--- src/rtl/mem_arb_pkg.sv ---
// Shared definitions for the two-client RAM port arbiter.
// State encodings, client indices and burst counter width.
// Imported by the controller and the top level.
package mem_arb_pkg;

  localparam int CNT_W = 4;

  localparam int CLI_A = 0;
  localparam int CLI_B = 1;

  typedef enum logic [1:0] {
    A_PRI  = 2'd0,
    B_PRI  = 2'd1,
    A_LOCK = 2'd2,
    B_LOCK = 2'd3
  } arb_state_e;

endpackage

--- src/rtl/mem_arb_dp_1024x8_ctl.sv ---
// Arbitration decision: grant vector plus next state/burst count.
// Purely combinational; the state and count registers live in the top.
// A locked owner excludes the other client even while idle.
module mem_arb_dp_1024x8_ctl
  import mem_arb_pkg::*;
#(
  parameter int BURST_MAX = 4
) (
  input  logic             rst,
  input  logic             req_a,
  input  logic             req_b,
  input  logic             lock_a,
  input  logic             lock_b,
  input  logic [1:0]       state_q,
  input  logic [CNT_W-1:0] cnt_q,
  output logic [1:0]       gnt,
  output logic [1:0]       state_d,
  output logic [CNT_W-1:0] cnt_d
);

  localparam logic [CNT_W:0] BMAX = BURST_MAX[CNT_W:0];

  arb_state_e       st;
  arb_state_e       st_nxt;
  logic [CNT_W:0]   cnt_inc;
  logic             burst_done;
  logic [CNT_W-1:0] cnt_sat;

  assign st      = arb_state_e'(state_q);
  assign state_d = st_nxt;

  // Burst accounting; a saturated counter also counts as an exhausted burst
  // so a client that joins late is never starved.
  always_comb begin
    cnt_inc    = {1'b0, cnt_q} + 1'b1;
    burst_done = (cnt_inc >= BMAX);
    cnt_sat    = (cnt_inc > BMAX) ? BMAX[CNT_W-1:0] : cnt_inc[CNT_W-1:0];
  end

  // Next-state and burst counter update
  always_comb begin
    st_nxt = st;
    cnt_d  = cnt_q;
    unique case (st)
      A_PRI: begin
        if (req_a) begin
          if (lock_a) begin
            st_nxt = A_LOCK;
            cnt_d  = '0;
          end else if (req_b && burst_done) begin
            st_nxt = B_PRI;
            cnt_d  = '0;
          end else begin
            cnt_d = cnt_sat;
          end
        end else if (req_b) begin
          st_nxt = lock_b ? B_LOCK : B_PRI;
          cnt_d  = lock_b ? '0 : CNT_W'(1);
        end else begin
          cnt_d = '0;
        end
      end
      B_PRI: begin
        if (req_b) begin
          if (lock_b) begin
            st_nxt = B_LOCK;
            cnt_d  = '0;
          end else if (req_a && burst_done) begin
            st_nxt = A_PRI;
            cnt_d  = '0;
          end else begin
            cnt_d = cnt_sat;
          end
        end else if (req_a) begin
          st_nxt = lock_a ? A_LOCK : A_PRI;
          cnt_d  = lock_a ? '0 : CNT_W'(1);
        end else begin
          cnt_d = '0;
        end
      end
      A_LOCK: begin
        cnt_d = '0;
        if (req_a && !lock_a) st_nxt = B_PRI;
      end
      B_LOCK: begin
        cnt_d = '0;
        if (req_b && !lock_b) st_nxt = A_PRI;
      end
      default: begin
        st_nxt = A_PRI;
        cnt_d  = '0;
      end
    endcase
  end

  // Grant outputs: priority owner first, the other only when owner is idle
  always_comb begin
    gnt = 2'b00;
    if (!rst) begin
      unique case (st)
        A_PRI: begin
          gnt[CLI_A] = req_a;
          gnt[CLI_B] = req_b && !req_a;
        end
        B_PRI: begin
          gnt[CLI_B] = req_b;
          gnt[CLI_A] = req_a && !req_b;
        end
        A_LOCK:  gnt[CLI_A] = req_a;
        B_LOCK:  gnt[CLI_B] = req_b;
        default: gnt = 2'b00;
      endcase
    end
  end

endmodule

--- src/rtl/mem_arb_dp_1024x8.sv ---
// Round-robin arbiter with burst limit and lock sharing one RAM port.
// Grant/RAM port combinational; read data returned one cycle after grant.
// Losing client holds its request until granted; no internal buffering.
module mem_arb_dp_1024x8
  import mem_arb_pkg::*;
#(
  parameter int BURST_MAX = 4
) (
  input  logic       clk,
  input  logic       rst,
  input  logic       i_req_a,
  input  logic       i_req_b,
  input  logic       i_wen_a,
  input  logic       i_wen_b,
  input  logic       i_lock_a,
  input  logic       i_lock_b,
  input  logic [9:0] i_adr_a,
  input  logic [9:0] i_adr_b,
  input  logic [7:0] i_wdata_a,
  input  logic [7:0] i_wdata_b,
  output logic       o_gnt_a,
  output logic       o_gnt_b,
  output logic       o_rvalid_a,
  output logic       o_rvalid_b,
  output logic [7:0] o_rdata_a,
  output logic [7:0] o_rdata_b,
  output logic       o_mem_en,
  output logic       o_mem_wen,
  output logic [9:0] o_mem_adr,
  output logic [7:0] o_mem_wdata,
  input  logic [7:0] i_mem_rdata
);

  logic [1:0]       gnt;
  logic [1:0]       state_q, state_d;
  logic [CNT_W-1:0] cnt_q, cnt_d;
  logic             rvalid_a_q, rvalid_a_d;
  logic             rvalid_b_q, rvalid_b_d;

  mem_arb_dp_1024x8_ctl #(
    .BURST_MAX(BURST_MAX)
  ) u_ctl (
    .rst     (rst),
    .req_a   (i_req_a),
    .req_b   (i_req_b),
    .lock_a  (i_lock_a),
    .lock_b  (i_lock_b),
    .state_q (state_q),
    .cnt_q   (cnt_q),
    .gnt     (gnt),
    .state_d (state_d),
    .cnt_d   (cnt_d)
  );

  assign o_gnt_a = gnt[CLI_A];
  assign o_gnt_b = gnt[CLI_B];

  // Arbiter state register; reset also drops any held lock
  always_ff @(posedge clk) begin
    if (rst) begin
      state_q <= A_PRI;
      cnt_q   <= '0;
    end else begin
      state_q <= state_d;
      cnt_q   <= cnt_d;
    end
  end

  // Steer the winning client onto the RAM port
  always_comb begin
    o_mem_en    = 1'b0;
    o_mem_wen   = 1'b0;
    o_mem_adr   = '0;
    o_mem_wdata = '0;
    if (gnt[CLI_A]) begin
      o_mem_en    = 1'b1;
      o_mem_wen   = i_wen_a;
      o_mem_adr   = i_adr_a;
      o_mem_wdata = i_wdata_a;
    end else if (gnt[CLI_B]) begin
      o_mem_en    = 1'b1;
      o_mem_wen   = i_wen_b;
      o_mem_adr   = i_adr_b;
      o_mem_wdata = i_wdata_b;
    end
  end

  // A granted read returns data on the following cycle
  always_comb begin
    rvalid_a_d = gnt[CLI_A] && !i_wen_a;
    rvalid_b_d = gnt[CLI_B] && !i_wen_b;
  end

  // Read-return flags, one pulse per granted read
  always_ff @(posedge clk) begin
    if (rst) begin
      rvalid_a_q <= 1'b0;
      rvalid_b_q <= 1'b0;
    end else begin
      rvalid_a_q <= rvalid_a_d;
      rvalid_b_q <= rvalid_b_d;
    end
  end

  // Masking with rst kills the return of a read granted just before reset
  assign o_rvalid_a = rvalid_a_q && !rst;
  assign o_rvalid_b = rvalid_b_q && !rst;
  assign o_rdata_a  = o_rvalid_a ? i_mem_rdata : 8'h00;
  assign o_rdata_b  = o_rvalid_b ? i_mem_rdata : 8'h00;

endmodule

--- config.mk ---
export PLATFORM = sky130hd
export DESIGN_NAME = mem_arb_dp_1024x8
export DESIGN_NICKNAME = d
export VERILOG_FILES = /design/src/rtl/mem_arb_pkg.sv /design/src/rtl/mem_arb_dp_1024x8_ctl.sv /design/src/rtl/mem_arb_dp_1024x8.sv
export SDC_FILE = /design/constraint.sdc
export NUM_CORES = 1
export LEC_CHECK = 0
export CAP_MARGIN = 10
export CORE_UTILIZATION = 26
export CTS_BUF_LIST = sky130_fd_sc_hd__clkbuf_2
export DETAILED_ROUTE_END_ITERATION = 8
export GPL_TIMING_DRIVEN = 0
export HOLD_SLACK_MARGIN = 0.03
export PLACE_DENSITY_LB_ADDON = 0.2
export SLEW_MARGIN = 20
export SYNTH_ARGS = -nofsm -noshare
export SYNTH_HDL_FRONTEND = slang
export SYNTH_SLANG_ARGS = --single-unit
--- constraint.sdc ---
create_clock -name clk -period 1.38 [get_ports clk]
set_input_delay 0.207 -clock clk [delete_from_list [all_inputs] [get_ports clk]]
set_output_delay 0.207 -clock clk [all_outputs]
set_load 0.03 [all_outputs]
==> out/metrics.yaml, run 1 <==
yosys:
  synth_compound_area_share_pct: 37.7
  synth_xor_area_share_pct: 0
  synth_edf_count: 0
  synth_nets: 159
  synth-seq-cells: 8
  yosysWarnings: 0
  synth_cells: 105
  synth_top_family_by_area: "compound AO/OA/AOI/OAI gates"
  async_reset_ff_share_pct: 0
  postSynthAreaPerCell_sq_um: 8.15
  synth_fa_ha_area_share_pct: 2.92
  syn_area_sq_um: 856
  ys_seq_area_share_pct: 18.7
  synthFlopType: "dfxtp_1"
  muxShareOfSynthArea_pct: 1.32
  synth-simple-area-share_pct: 31.0
  synth_cell_type_count: 37
routing:
  met3_length_um: 331
  wl_per_cell_um: 17.6
  dr_wl_met2_um: 2510
  routed_wl_um: 4520
  drtAntennaViolNets: 0
  vias_per_cell: 5.24
  top_layer_used: "met4"
  drc: 0
  drtIter0Drc: 51
  firstDrtPassIters: 4
  met1_length_um: 1510
  vias: 1342
floorplan:
  rows: 20
  dieHeight_um: 59.4
  die_width_um: 59.4
  die-area_sq_um: 3520
  fp.coreArea_sq_um: 3080
  ioPinCount: 92
  initial_core_util_pct: 27.8
global_route:
  grt_max_degree: 11
  grt-ovfl-total: 0
  grt_pass1_wl_um: 6280
  grt_antenna_before_repair: 0
  first_global_vias: 1250
  grt.total_usage_pct: 23.9
place:
  dpl_worst_slack_ps: -1180
  hpwl_um: 2960
  port_buffers: 90
  gp_congestion: 0.853
clocking:
  cts-root-buf: "clkbuf_2"
  numCtsBuffers: 3
  cts_sinks: 8
  ctsHoldBuffers: 0
  cts_tree: "done"
  clock_latency_ps: 260
  clockBufferDepth: 2
  cts.clk_slew.worst_paths_ps: 90
  cts_max_level: 1
critical_path:
  critPathKind: "reg2out"
  slowest_delay_ps: 360
  path_cells: "or2_4, a211oi_4, buf_6, buf_6, a22o_4, buf_6"
  worstPathArrival_ps: 1630
  crit_path_end_kind: "primary output"
  slowest_stage: "dfxtp_4"
  critPathRequiredTime_ps: 1170
  reg2reg_depth: 7
  cp_common_cell: "buf_6"
  worstPathMaxFanout: 5
  crit_path_start_kind: "flop"
sta:
  holdWs_ps: 295
  hold_violations: 0
  rsz0062_at_grt: "yes"
  finalCritPeriodShare_pct: 133
  max_freq_ghz: 0.545
  finalClockSkew_ps: 4.69
  drv_slew: 0
  final-setup-viol-count: 26
  fin_ws_ps: -454
  min_period_ps: 1830
cells_and_area:
  fin_util_pct: 76.2
  regArea_sq_um: 173
  area_growth_pct: 174
  num_antenna_cells: 0
  finalNetCount: 268
  fillCellCount: 202
  drive_above_1_share_pct: 55.2
  multi_input_area_sq_um: 918
power_and_ir_drop:
  combPwrFrac_pct: 68.1
  power.internal_mw: 0.814
  seq_power_share_pct: 20.2
  p_leak_nw: 1.05
  power_switching_mw: 0.522
  p_sw_share_pct: 39.1
  clock_power_share_pct: 11.7
  powerDensity_nw_per_um2: 570
  ir_drop_uv: 533
hold_path:
  hold_depth: 2
  hold_path.class: "in2reg"
run:
  drv_cap: 0
run_status:
  violations: "setup timing"
  status: "finished, violations left"
## Yosys cell counts, types with 2 or more instances
cell type  count  area (sq um)
nor2_1         6          22.5
ha_1           2          25.0
nand2_1        2          7.51
nor4_1         2          12.5
a21oi_1        3          15.0
and2_1        17           106
o31ai_1        2          15.0
a31oi_1        2          12.5
a21o_1         2          15.0
inv_1          5          18.8
clkbuf_1       3          11.3
buf_2          3          15.0
nor2b_1        6          37.5
a22o_1        19           166
buf_6          2          22.5
dfxtp_1        8           160
## final timing paths
| kind | from | endpoint | slack (ps) |
|---|---|---|---|
| worst max-delay path | state_q[1]$_SDFFE_PP0P_ | o_mem_wdata[0] | -450 |
| worst min-delay path | rst | state_q[1]$_SDFFE_PP0P_ | 300 |
| worst max register to register | state_q[0]$_SDFFE_PP0P_ | state_q[0]$_SDFFE_PP0P_ | -170 |
| worst min register to register | cnt_q[0]$_SDFF_PP0_ | cnt_q[0]$_SDFF_PP0_ | 600 |
## cells in the final DEF, fill, tap and decap left out, drive strengths merged, types with 2 or more instances in the layout
cell           count
dfxtp              8
o31ai              2
nand2              2
nor4               2
dlygate4sd2        2
clkbuf             7
ha                 2
or2                2
inv                5
and2              17
nor2               6
buf               58
a21o               2
clkdlybuf4s50     47
nor2b              6
a22o              19
a31oi              2
a21oi              4
## stage by stage
stage	instances	setup TNS (ps)	cell area (sq um)	total power, mW
2_1_floorplan	105	-781	1040	0.668
3_3_place_gp	239	-31350	2000	0.970
3_5_place_dp	239	-32700	2000	0.987
4_1_cts	254	-9070	2180	1.25
5_1_grt	256	-10680	2350	1.38
6_report	256	-9420	2350	1.34
## power by group through the flow
stage | clock, mW | sequential (mW) | combinational [mW]
final | 0.156 | 0.270 | 0.910
after detailed placement | 0 | 0.271 | 0.716
after global placement | 0 | 0.270 | 0.699
after global routing | 0.163 | 0.272 | 0.947
after floorplan | 0 | 0.266 | 0.401
after CTS | 0.149 | 0.261 | 0.839
## critical path, delay by kind of cell (launching register included)
kind / cells / cell delay (ps)
AO/OA/AOI/OAI: 2 / 360
buffers and inverters: 3 / 410
flip-flops: 1 / 360
AND/OR/NAND/NOR: 1 / 230
## area by class of cell
type / instances / share of cell area (%)
repair buffers: 105 / 46.2
clock buffers: 3 / 0.640
inverters: 5 / 0.800
plain buffers: 7 / 3.47
flip-flops and latches: 8 / 7.36
well taps: 44 / 2.35
multi-input cells: 84 / 39.1
## registers in the layout, summed over array words and instances (netlist names)
signal and count:
rvalid_a_q 1, rvalid_b_q 1, state_q 2, cnt_q 4
## what timing repair did
action | in CTS | in global routing
pin swaps | 11 | 7
setup endpoints to repair | 45 | 45
gates resized for setup | 278 | 57
buffers inserted | 9 | 1
hold endpoints to repair | 0 | 0
cloned | 3 | 2
## layer usage
metal	vias up	global-route usage, %
li1	614	-
met4	0	8.50
met3	21	5.46
met5	-	0
met1	628	22.0
met2	79	49.3
## cell families (layout without fill, tap and decap cells)
logic type      count (synthesis)  in the layout
compound gates                 38             38
fa+ha+maj                       2              2
buf+inv                        13            120
flops                           8              8
mux                             1              1
other cells                     1              1
simple gates                   42             42
No activity file was read; power rests on OpenSTA's default activity.
==> inputs of run 2 (changes only) <==
--- a/config.mk
+++ b/config.mk
@@ -5,8 +5,7 @@
 export SDC_FILE = /design/constraint.sdc
 export NUM_CORES = 1
 export LEC_CHECK = 0
-export CAP_MARGIN = 10
-export CORE_UTILIZATION = 26
+export CORE_UTILIZATION = 27
 export CTS_BUF_LIST = sky130_fd_sc_hd__clkbuf_2
 export DETAILED_ROUTE_END_ITERATION = 8
 export GPL_TIMING_DRIVEN = 0
@@ -15,4 +14,5 @@
 export SLEW_MARGIN = 20
 export SYNTH_ARGS = -nofsm -noshare
 export SYNTH_HDL_FRONTEND = slang
+export SYNTH_HIERARCHICAL = 1
 export SYNTH_SLANG_ARGS = --single-unit
==> out/metrics.yaml, run 2 <==
run_status:
  status: "finished, violations left"
  violations: "setup timing"
critical_path:
  slowest_delay_ps: 340
  worstPathArrival_ps: 1710
  reg2reg_depth: 8
  cp_common_cell: "buf_6"
  critPathKind: "reg2out"
  rr_startpoint: "state_q[0]$_SDFF_PP0_"
  path_cells: "buf_8, o21ai_2, and3b_2, nor2b_4, buf_6, buf_12, a22o_4, buf_6"
  worst-path-stages: 8
  critPathRequiredTime_ps: 1170
  critical_path_buf_inv_count: 4
  crit_path_end_kind: "primary output"
  slowest_stage: "dfxtp_2"
  r2r_slack_ps: -220
  worstPathMaxFanout: 5
  crit_family: "buffers and inverters"
  r2r-end: "cnt_q[1]$_SDFF_PP0_"
  crit_path_start_kind: "flop"
global_route:
  grt.total_usage_pct: 19.5
  grt_pass1_wl_um: 5240
  grt_antenna_before_repair: 0
  first_global_vias: 1224
  grt-ovfl-total: 0
  grt_max_degree: 13
clocking:
  clockBufferDepth: 2
  cts_tree: "done"
  cts_max_level: 1
  cts-root-buf: "clkbuf_2"
  ctsHoldBuffers: 0
  numCtsBuffers: 3
  cts.clk_slew.worst_paths_ps: 90
  clock_latency_ps: 230
  cts_sinks: 8
power_and_ir_drop:
  ir_drop_uv: 296
  power.internal_mw: 0.730
  combPwrFrac_pct: 63.9
  fin_total_pwr_mw: 1.13
  clock_power_share_pct: 13.5
  seq_power_share_pct: 22.6
  p_sw_share_pct: 35.5
  p_leak_nw: 0.984
  power_switching_mw: 0.402
  powerDensity_nw_per_um2: 517
hold_path:
  hold_path.class: "in2reg"
  hold_depth: 2
  hold_start: "rst"
  min_to: "state_q[1]$_SDFF_PP0_"
run:
  drv_cap: 0
yosys:
  postSynthAreaPerCell_sq_um: 7.56
  ys_top_cells_by_count: "and2_1, a22o_1, nor2b_1"
  yosysWarnings: 6
  async_reset_ff_share_pct: 0
  synth-seq-cells: 8
  synth_cell_type_count: 34
  ys_seq_area_share_pct: 18.1
  synth_top_area_cell: "dfxtp_1"
  synth_cells: 117
  synth_top_cells_by_area: "dfxtp_1, a22o_1, and2_1"
  synth_most_common_cell: "and2_1"
  synth_nets: 171
  yosysTopAreaCellShare_pct: 18.1
  synth_edf_count: 0
  syn_area_sq_um: 885
  synthFlopType: "dfxtp_1"
routing:
  drtAntennaViolNets: 0
  drc: 0
  routed_wl_um: 3600
  met1_length_um: 1230
  dr_wl_met2_um: 1980
  firstDrtPassIters: 4
  wl_per_cell_um: 13.4
  met3_length_um: 312
  top_layer_used: "met4"
  drtIter0Drc: 31
  vias: 1281
  vias_per_cell: 4.78
place:
  placed_cell_area_sq_um: 2030
  hpwl_um: 2690
  port_buffers: 90
  gp_congestion: 0.723
cells_and_area:
  drive_above_1_share_pct: 49.6
  final_area_sq_um: 2190
  finalNetCount: 279
  final_cell_mix: "clkdlybuf4s50_1, buf_4, buf_6"
  regMostFlops: "cnt_q"
  fillCellCount: 240
  biggestRegsByFlops: "cnt_q: 4 flops, state_q: 2 flops"
  area_growth_pct: 148
  largest_reg_flops: 4
  num_antenna_cells: 0
  final_common_cell: "clkdlybuf4s50_1"
sta:
  finalClockSkew_ps: 20.2
  fin_ws_ps: -539
  drv_slew: 0
  max_freq_ghz: 0.521
  final-setup-viol-count: 25
  rsz0062_at_grt: "yes"
  finalCritPeriodShare_pct: 139
  hold_violations: 0
  min_period_ps: 1920
floorplan:
  initial_core_util_pct: 28.7
  rows: 20
  fp.coreArea_sq_um: 3080
  die-area_sq_um: 3510
  dieHeight_um: 59.2
  ioPinCount: 92
  die_width_um: 59.2
-- run 2: cell families (layout without fill, tap and decap cells) --
| group | Yosys count | in the layout | synth area share (%) |
|---|---|---|---|
| compound gates | 34 | 34 | 30.1 |
| simple gates | 60 | 60 | 39.2 |
| other cells | 1 | 1 | 0.424 |
| buf+inv | 11 | 118 | 7.64 |
| flops | 8 | 8 | 18.1 |
| fa+ha+maj | 2 | 2 | 2.83 |
| mux | 1 | 1 | 1.70 |
-- run 2: worst max path at each step --
stage                     startpoint      endpoint  slack, ps
4_1_cts        state_q[1]$_SDFF_PP0_  o_mem_adr[6]       -560
5_1_grt        state_q[1]$_SDFF_PP0_  o_mem_adr[2]       -640
2_1_floorplan  state_q[1]$_SDFF_PP0_  o_mem_adr[0]       -500
6_report       state_q[1]$_SDFF_PP0_  o_mem_adr[2]       -540
3_3_place_gp                     rst  o_mem_adr[3]      -1330
3_5_place_dp                     rst  o_mem_adr[3]      -1360
-- run 2: cell type report --
cell class | count | area, sq um | share of cell area, %
Timing Repair Buffer | 104 | 971 | 44.3
Multi-Input combinational cell | 98 | 873 | 39.8
Sequential cell | 8 | 168 | 7.65
Buffer | 9 | 101 | 4.62
Tap cell | 44 | 55.1 | 2.51
Clock buffer | 4 | 20.0 | 0.913
Inverter | 1 | 3.75 | 0.171
-- run 2: through the flow --
step | hold slack, ps | cells | setup TNS [ps] | setup WS (ps) | util [%]
after floorplan | 269 | 117 | -8640 | -501 | -
final | 320 | 268 | -10400 | -539 | 71.2
after detailed placement | 613 | 251 | -44770 | -1360 | 65.8
after CTS | 311 | 265 | -11210 | -562 | 69.6
after global routing | 323 | 268 | -12790 | -640 | 71.2
after global placement | 604 | 251 | -43560 | -1330 | 65.8
-- run 2: routing by layer --
layer | up-vias | global-route usage, %
met2 | 72 | 39.8
met1 | 574 | 19.0
met4 | 0 | 7.14
li1 | 629 | -
met3 | 6 | 3.28
met5 | - | 0
-- run 2: power groups by stage --
stage | registers (mW) | logic (mW) | clock network [mW]
final | 0.256 | 0.724 | 0.153
after global placement | 0.258 | 0.619 | 0
after global routing | 0.258 | 0.764 | 0.170
after CTS | 0.254 | 0.707 | 0.156
after floorplan | 0.257 | 0.344 | 0
after detailed placement | 0.259 | 0.631 | 0
-- run 2: what timing repair did --
action / in CTS / in global routing
gates resized for setup: 259 / 26
cloned: 1 / 1
setup buffers: 10 / 3
setup endpoints to repair: 44 / 44
pin swaps: 3 / 2
